`config.mk`:
```
export PLATFORM = sky130hd
export DESIGN_NAME = dbus_arbiter
export DESIGN_NICKNAME = d
export VERILOG_FILES = /design/src/rtl/dbus_arbiter_pkg.sv /design/src/rtl/dbus_arb_rsp_pipe.sv /design/src/rtl/dbus_arbiter.sv
export SDC_FILE = /design/constraint.sdc
export NUM_CORES = 1
export LEC_CHECK = 0
export CAP_MARGIN = 10
export CORE_AREA = 2 2 124 126
export CTS_CLUSTER_SIZE = 8
export DETAILED_ROUTE_END_ITERATION = 8
export DIE_AREA = 0 0 126 128
export DONT_BUFFER_PORTS = 1
export HOLD_SLACK_MARGIN = 0.06
export SETUP_SLACK_MARGIN = 0.05
export SLEW_MARGIN = 10
export SYNTH_ARGS = -nofsm -noshare
export SYNTH_HDL_FRONTEND = slang
export SYNTH_SLANG_ARGS = --single-unit
```
`constraint.sdc`:
```
create_clock -name clk_i -period 1.75 [get_ports clk_i]
set_input_delay 0.175 -clock clk_i [delete_from_list [all_inputs] [get_ports clk_i]]
set_output_delay 0.175 -clock clk_i [all_outputs]
set_load 0.01 [all_outputs]
```
`src/rtl/dbus_arbiter_pkg.sv`:
```
// Shared constants and types for the data-bus arbiter and the data-memory model.
// Master IDs, the default slave read latency and the read-response tag type.
package dbus_arbiter_pkg;

  localparam logic DBUS_ARB_M0 = 1'b0;
  localparam logic DBUS_ARB_M1 = 1'b1;

  localparam int DBUS_ARB_RD_LAT = 1;

  typedef struct packed {
    logic valid;
    logic id;
  } rsp_tag_t;

endpackage

```
`src/rtl/dbus_arb_rsp_pipe.sv`:
```
// RD_LAT-deep shift register of read tags; out_o is the tag of the read issued RD_LAT cycles ago.
// One push per cycle (idle cycles push an invalid tag), no backpressure.
module dbus_arb_rsp_pipe
  import dbus_arbiter_pkg::*;
#(
  parameter int RD_LAT = DBUS_ARB_RD_LAT
) (
  input  logic     clk_i,
  input  logic     rst_ni,
  input  rsp_tag_t push_i,
  output rsp_tag_t out_o
);

  rsp_tag_t pipe_q [RD_LAT];

  always_ff @(posedge clk_i or negedge rst_ni) begin
    if (!rst_ni) begin
      for (int i = 0; i < RD_LAT; i++) begin
        pipe_q[i] <= '0;
      end
    end else begin
      pipe_q[0] <= push_i;
      for (int i = 1; i < RD_LAT; i++) begin
        pipe_q[i] <= pipe_q[i-1];
      end
    end
  end

  assign out_o = pipe_q[RD_LAT-1];

endmodule

```
`src/rtl/dbus_arbiter.sv`:
```
// Two-master data-memory arbiter (CPU = m0, frame-buffer DMA = m1), zero-latency grant, read data routed back RD_LAT cycles later.
// Round-robin by default; DBUS_ARB_QOS_EN selects CPU priority with an m1 starvation bound. Grant holds while the slave stalls.
module dbus_arbiter
  import dbus_arbiter_pkg::*;
#(
  parameter int RD_LAT   = DBUS_ARB_RD_LAT,
  parameter int MAX_WAIT = 15
) (
  input  logic        clk_i,
  input  logic        rst_ni,

  input  logic        m0_cmd_valid_i,
  output logic        m0_cmd_ready_o,
  input  logic [31:0] m0_cmd_addr_i,
  input  logic        m0_cmd_we_i,
  input  logic [3:0]  m0_cmd_wstrb_i,
  input  logic [31:0] m0_wdata_i,
  output logic [31:0] m0_rdata_o,
  output logic        m0_rvalid_o,

  input  logic        m1_cmd_valid_i,
  output logic        m1_cmd_ready_o,
  input  logic [31:0] m1_cmd_addr_i,
  input  logic        m1_cmd_we_i,
  input  logic [3:0]  m1_cmd_wstrb_i,
  input  logic [31:0] m1_wdata_i,
  output logic [31:0] m1_rdata_o,
  output logic        m1_rvalid_o,

  output logic        s_cmd_valid_o,
  input  logic        s_cmd_ready_i,
  output logic [31:0] s_cmd_addr_o,
  output logic        s_cmd_we_o,
  output logic [3:0]  s_cmd_wstrb_o,
  output logic [31:0] s_wdata_o,
  input  logic [31:0] s_rdata_i,
  input  logic        s_rvalid_i,

  output logic        err_o
);

  if (RD_LAT < 1 || RD_LAT > 4) begin : g_bad_rd_lat
    $error("dbus_arbiter: RD_LAT must be 1..4");
  end
  if (MAX_WAIT < 1 || MAX_WAIT > 15) begin : g_bad_max_wait
    $error("dbus_arbiter: MAX_WAIT must be 1..15");
  end

  logic     gnt_q, gnt_d;
  logic     hold_q, hold_d;
  logic     err_q, err_d;
  logic     grant;
  rsp_tag_t rsp_push;
  rsp_tag_t rsp_out;

`ifdef DBUS_ARB_QOS_EN
  localparam logic [3:0] MaxWaitC = 4'(MAX_WAIT);
  logic [3:0] wait_q, wait_d;
`endif

  // A command stalled by the slave keeps its grant until it transfers.
  always_comb begin
    grant = gnt_q;
    if (!hold_q) begin
`ifdef DBUS_ARB_QOS_EN
      if (m1_cmd_valid_i && (wait_q >= MaxWaitC)) begin
        grant = DBUS_ARB_M1;
      end else if (m0_cmd_valid_i) begin
        grant = DBUS_ARB_M0;
      end else if (m1_cmd_valid_i) begin
        grant = DBUS_ARB_M1;
      end
`else
      if (m0_cmd_valid_i && m1_cmd_valid_i) begin
        grant = ~gnt_q;
      end else if (m0_cmd_valid_i) begin
        grant = DBUS_ARB_M0;
      end else if (m1_cmd_valid_i) begin
        grant = DBUS_ARB_M1;
      end
`endif
    end
  end

  always_comb begin
    if (grant == DBUS_ARB_M1) begin
      s_cmd_valid_o = m1_cmd_valid_i;
      s_cmd_addr_o  = m1_cmd_addr_i;
      s_cmd_we_o    = m1_cmd_we_i;
      s_cmd_wstrb_o = m1_cmd_wstrb_i;
      s_wdata_o     = m1_wdata_i;
    end else begin
      s_cmd_valid_o = m0_cmd_valid_i;
      s_cmd_addr_o  = m0_cmd_addr_i;
      s_cmd_we_o    = m0_cmd_we_i;
      s_cmd_wstrb_o = m0_cmd_wstrb_i;
      s_wdata_o     = m0_wdata_i;
    end
  end

  assign m0_cmd_ready_o = s_cmd_ready_i & (grant == DBUS_ARB_M0) & m0_cmd_valid_i;
  assign m1_cmd_ready_o = s_cmd_ready_i & (grant == DBUS_ARB_M1) & m1_cmd_valid_i;

  assign gnt_d  = s_cmd_valid_o ? grant : gnt_q;
  assign hold_d = s_cmd_valid_o & ~s_cmd_ready_i;
  assign err_d  = err_q | (s_rvalid_i & ~rsp_out.valid);

  assign rsp_push.valid = s_cmd_valid_o & s_cmd_ready_i & ~s_cmd_we_o;
  assign rsp_push.id    = grant;

  dbus_arb_rsp_pipe #(
    .RD_LAT (RD_LAT)
  ) u_rsp_pipe (
    .clk_i  (clk_i),
    .rst_ni (rst_ni),
    .push_i (rsp_push),
    .out_o  (rsp_out)
  );

  assign m0_rvalid_o = s_rvalid_i & rsp_out.valid & (rsp_out.id == DBUS_ARB_M0);
  assign m1_rvalid_o = s_rvalid_i & rsp_out.valid & (rsp_out.id == DBUS_ARB_M1);
  assign m0_rdata_o  = s_rdata_i;
  assign m1_rdata_o  = s_rdata_i;
  assign err_o       = err_q;

`ifdef DBUS_ARB_QOS_EN
  // Saturating so a long slave stall cannot wrap the count back below the bound.
  always_comb begin
    wait_d = wait_q;
    if (!m1_cmd_valid_i || m1_cmd_ready_o) begin
      wait_d = '0;
    end else if ((grant != DBUS_ARB_M1) && (wait_q != 4'hF)) begin
      wait_d = wait_q + 4'd1;
    end
  end

  always_ff @(posedge clk_i or negedge rst_ni) begin
    if (!rst_ni) begin
      wait_q <= '0;
    end else begin
      wait_q <= wait_d;
    end
  end
`endif

  // gnt_q resets to m1 so that m0 wins the first tie.
  always_ff @(posedge clk_i or negedge rst_ni) begin
    if (!rst_ni) begin
      gnt_q  <= DBUS_ARB_M1;
      hold_q <= 1'b0;
      err_q  <= 1'b0;
    end else begin
      gnt_q  <= gnt_d;
      hold_q <= hold_d;
      err_q  <= err_d;
    end
  end

endmodule
```
==> results.toml <==
[cells_and_area]
areaGrowthSynthToFinish_pct = 8.49
fin_nets = 297
post-route-cell-area_um2 = 1780
layout-drive-gt1-share = 0.733

[power]
power_mw = 1.92
cellPowerDensity_nw_per_um2 = 1080
peakVddDrop_v = 0.000414
p_leak_nw = 0.739

[route]
wl_met1_um = 2950
wl_met2_um = 4260
drt_iter0_drc = 23
met3_length_um = 791
via_per_inst = 3.47
wire_per_inst_um = 26.6
drc_errors = 0
highest_layer = "met4"
postRouteAntennaNets = 0
vias = 1080
first_pass_iters = 4
wl_um = 8260

[worst_setup_path]
crit_chain = "nor3b_2, a21oi_4, buf_6, buf_16, mux2_2"
crit_required_ns = 1.57
cp-startpoint = "gnt_q"
max_stage_delay_ns = 0.52
end_kind = "output port"
crit_path_start_kind = "flip-flop"
critPathKind = "flip-flop to output port"
crit_slowest_cell = "dfstp_2"
crit_fanout = 15
arrival_ns = 1.68
reg2reg_from = "gnt_q"

[grt]
grt_max_degree = 16
grt_pass1_vias = 1147
grt_usage = 0.0913
grt_overflow = 0
grt_antenna_before_repair = 5
grt_pass1_wl_um = 10000

[sta]
fmax_ghz = 0.540
fin_tns_setup_ns = -4.37
period_share = 1.06
slew_headroom = 0.779
finClkSkew_ns = 0.000692
period_minus_slack_ns = 1.85
final_hold_viol_count = 0
timing.final.ws_setup_ns = -0.103
setup_viol = 68
whs_ns = 0.0625
grt_setup_unrepaired = "true"
drv_slew = 0
worst_pin_slew_ns = 0.330

[floorplan]
io_pins = 315
core-area_um2 = 14900
dieArea_um2 = 16100
fp.dieH_um = 128
die_x_um = 126
rows = 45
start_util = 0.110

[logic_synthesis]
ys_top_cells_by_area = "mux2_2 (36%), buf_4 (29%), mux2_1 (11%), dfrtp_1 (6.1%), buf_6 (4.8%)"
synth_mux_area_frac = 0.474
synth_nets = 349
synth.avg_cell_area_um2 = 9.46
ys_ff_latch = 5
yosysWarnings = 0
synth_top_cell_by_area = "mux2_2"
syn_inst = 173
synth_cell_types = 23
synth_compound_area_frac = 0.0375
synth_xor_xnor_area_share = 0
synth.top_cell.area_share = 0.358
seq_area_frac_synth = 0.0772
synth_top_family_by_area = "multiplexers"
synth-simple-area-share = 0.0550
synthAdderAreaFrac = 0
synth_area_um2 = 1640

[cts]
cts_sinks = 5
cts.path.max_buffers = 2
cts_tree = "done"
cts.clk_slew.worst_paths_ns = 0.03
clockRootBuffer = "clkbuf_16"
numCtsBuffers = 3
clock_latency_ns = 0.22
cts_htree_levels = 1

[placement]
place.gp.congestion = 0.879
numPortBuffers = 0
placed_cell_area_um2 = 1350
dp_hpwl_um = 7010

[min_path]
hp-class = "primary input to flip-flop"
min-delay-start = "s_cmd_ready_i"

[run_status]
status = "finished, violations left"
violations = "setup timing"

[run]
drv_cap = 0
[critical path, delay by kind of cell (launching register included)]
kind / cells / cell delay [ns]
DFF: 1 / 0.52
AOI/OAI and AO/OA: 1 / 0.16
muxes: 1 / 0.38
and+or+nand+nor: 1 / 0.05
buffers and inverters: 2 / 0.33
[flip-flops by register name, summed over array words and instances (netlist names)]
| register | flops |
|---|---|
| hold_q | 1 |
| u_rsp_pipe.out_o | 2 |
| gnt_q | 1 |
| err_o | 1 |
[Yosys cell counts]
| cell | number |
|---|---|
| mux2_1 | 16 |
| buf_6 | 7 |
| o21ai_0 | 1 |
| buf_4 | 64 |
| and2_1 | 1 |
| nor2_1 | 5 |
| nor3b_1 | 2 |
| mux2i_1 | 1 |
| mux2_2 | 52 |
| a21boi_0 | 1 |
| inv_1 | 5 |
| a21o_1 | 1 |
| o2bb2ai_1 | 1 |
| nor3b_2 | 1 |
| o32ai_1 | 1 |
| a211oi_1 | 1 |
| and3_1 | 2 |
| a21oi_4 | 1 |
| nand2b_4 | 1 |
| dfrtp_1 | 4 |
| nand2_1 | 3 |
| dfstp_2 | 1 |
| buf_2 | 1 |
[worst paths after layout]
kind | to | slack, ns | depth (start not counted)
hold / removal | u_rsp_pipe.out_o[1] | 0.06 | 2
setup reg to reg | u_rsp_pipe.out_o[0] | 0.42 | 6
max in group asynchronous | gnt_q | 1.26 | 1
min in group asynchronous | u_rsp_pipe.out_o[1] | 0.24 | 1
setup / recovery | s_wdata_o[9] | -0.10 | 5
hold reg to reg | err_o | 0.54 | 1
[routing by layer]
layer | track usage | vias up
met5 | 0 | -
met4 | 0.0207 | 0
met3 | 0.0284 | 14
met2 | 0.170 | 130
met1 | 0.102 | 508
li1 | - | 428
[repair_timing]
action	in CTS	in global routing
endpoints found under the hold margin	6	0
cloned	4	1
pin swaps	1	0
buffers inserted	4	0
hold buffers	2	0
endpoints found under the setup margin	68	69
resized for setup	57	4
[kinds of logic after synthesis]
logic type             after synthesis
DFF                                  5
AOI/OAI and AO/OA                    7
and+or+nand+nor                     15
buffers and inverters               77
muxes                               69
[power by group]
group	switching, mW	total [mW]	internal, mW
Sequential	0.0124	0.152	0.139
Clock	0.0656	0.367	0.301
Combinational	0.666	1.40	0.734
[final cells by class]
| type | count | area, um2 |
|---|---|---|
| Tap cell | 188 | 235 |
| Sequential cell | 5 | 126 |
| Fill cell | 1729 | 13100 |
| Clock buffer | 4 | 78.8 |
| Multi-Input combinational cell | 91 | 1070 |
| Inverter | 5 | 18.8 |
| Antenna cell | 3 | 7.51 |
| Timing Repair Buffer | 15 | 239 |
[through the flow]
step	std cells	utilization	setup slack [ns]
after floorplan	173	-	0.0525
after global placement	293	0.0908	0.0828
after detailed placement	293	0.0908	0.0384
after CTS	307	0.116	-0.114
after global routing	311	0.119	-0.152
final	311	0.119	-0.103
[cells in the final DEF (no fill, tap or decap), types with 3 or more instances in the layout]
cell	count
mux2_4	38
mux2_2	30
inv_1	5
nor2_1	5
buf_4	5
clkbuf_16	4
buf_16	4
dfrtp_1	4
diode_2	3
nand2_1	3
No activity file was read; power rests on OpenSTA's default activity.
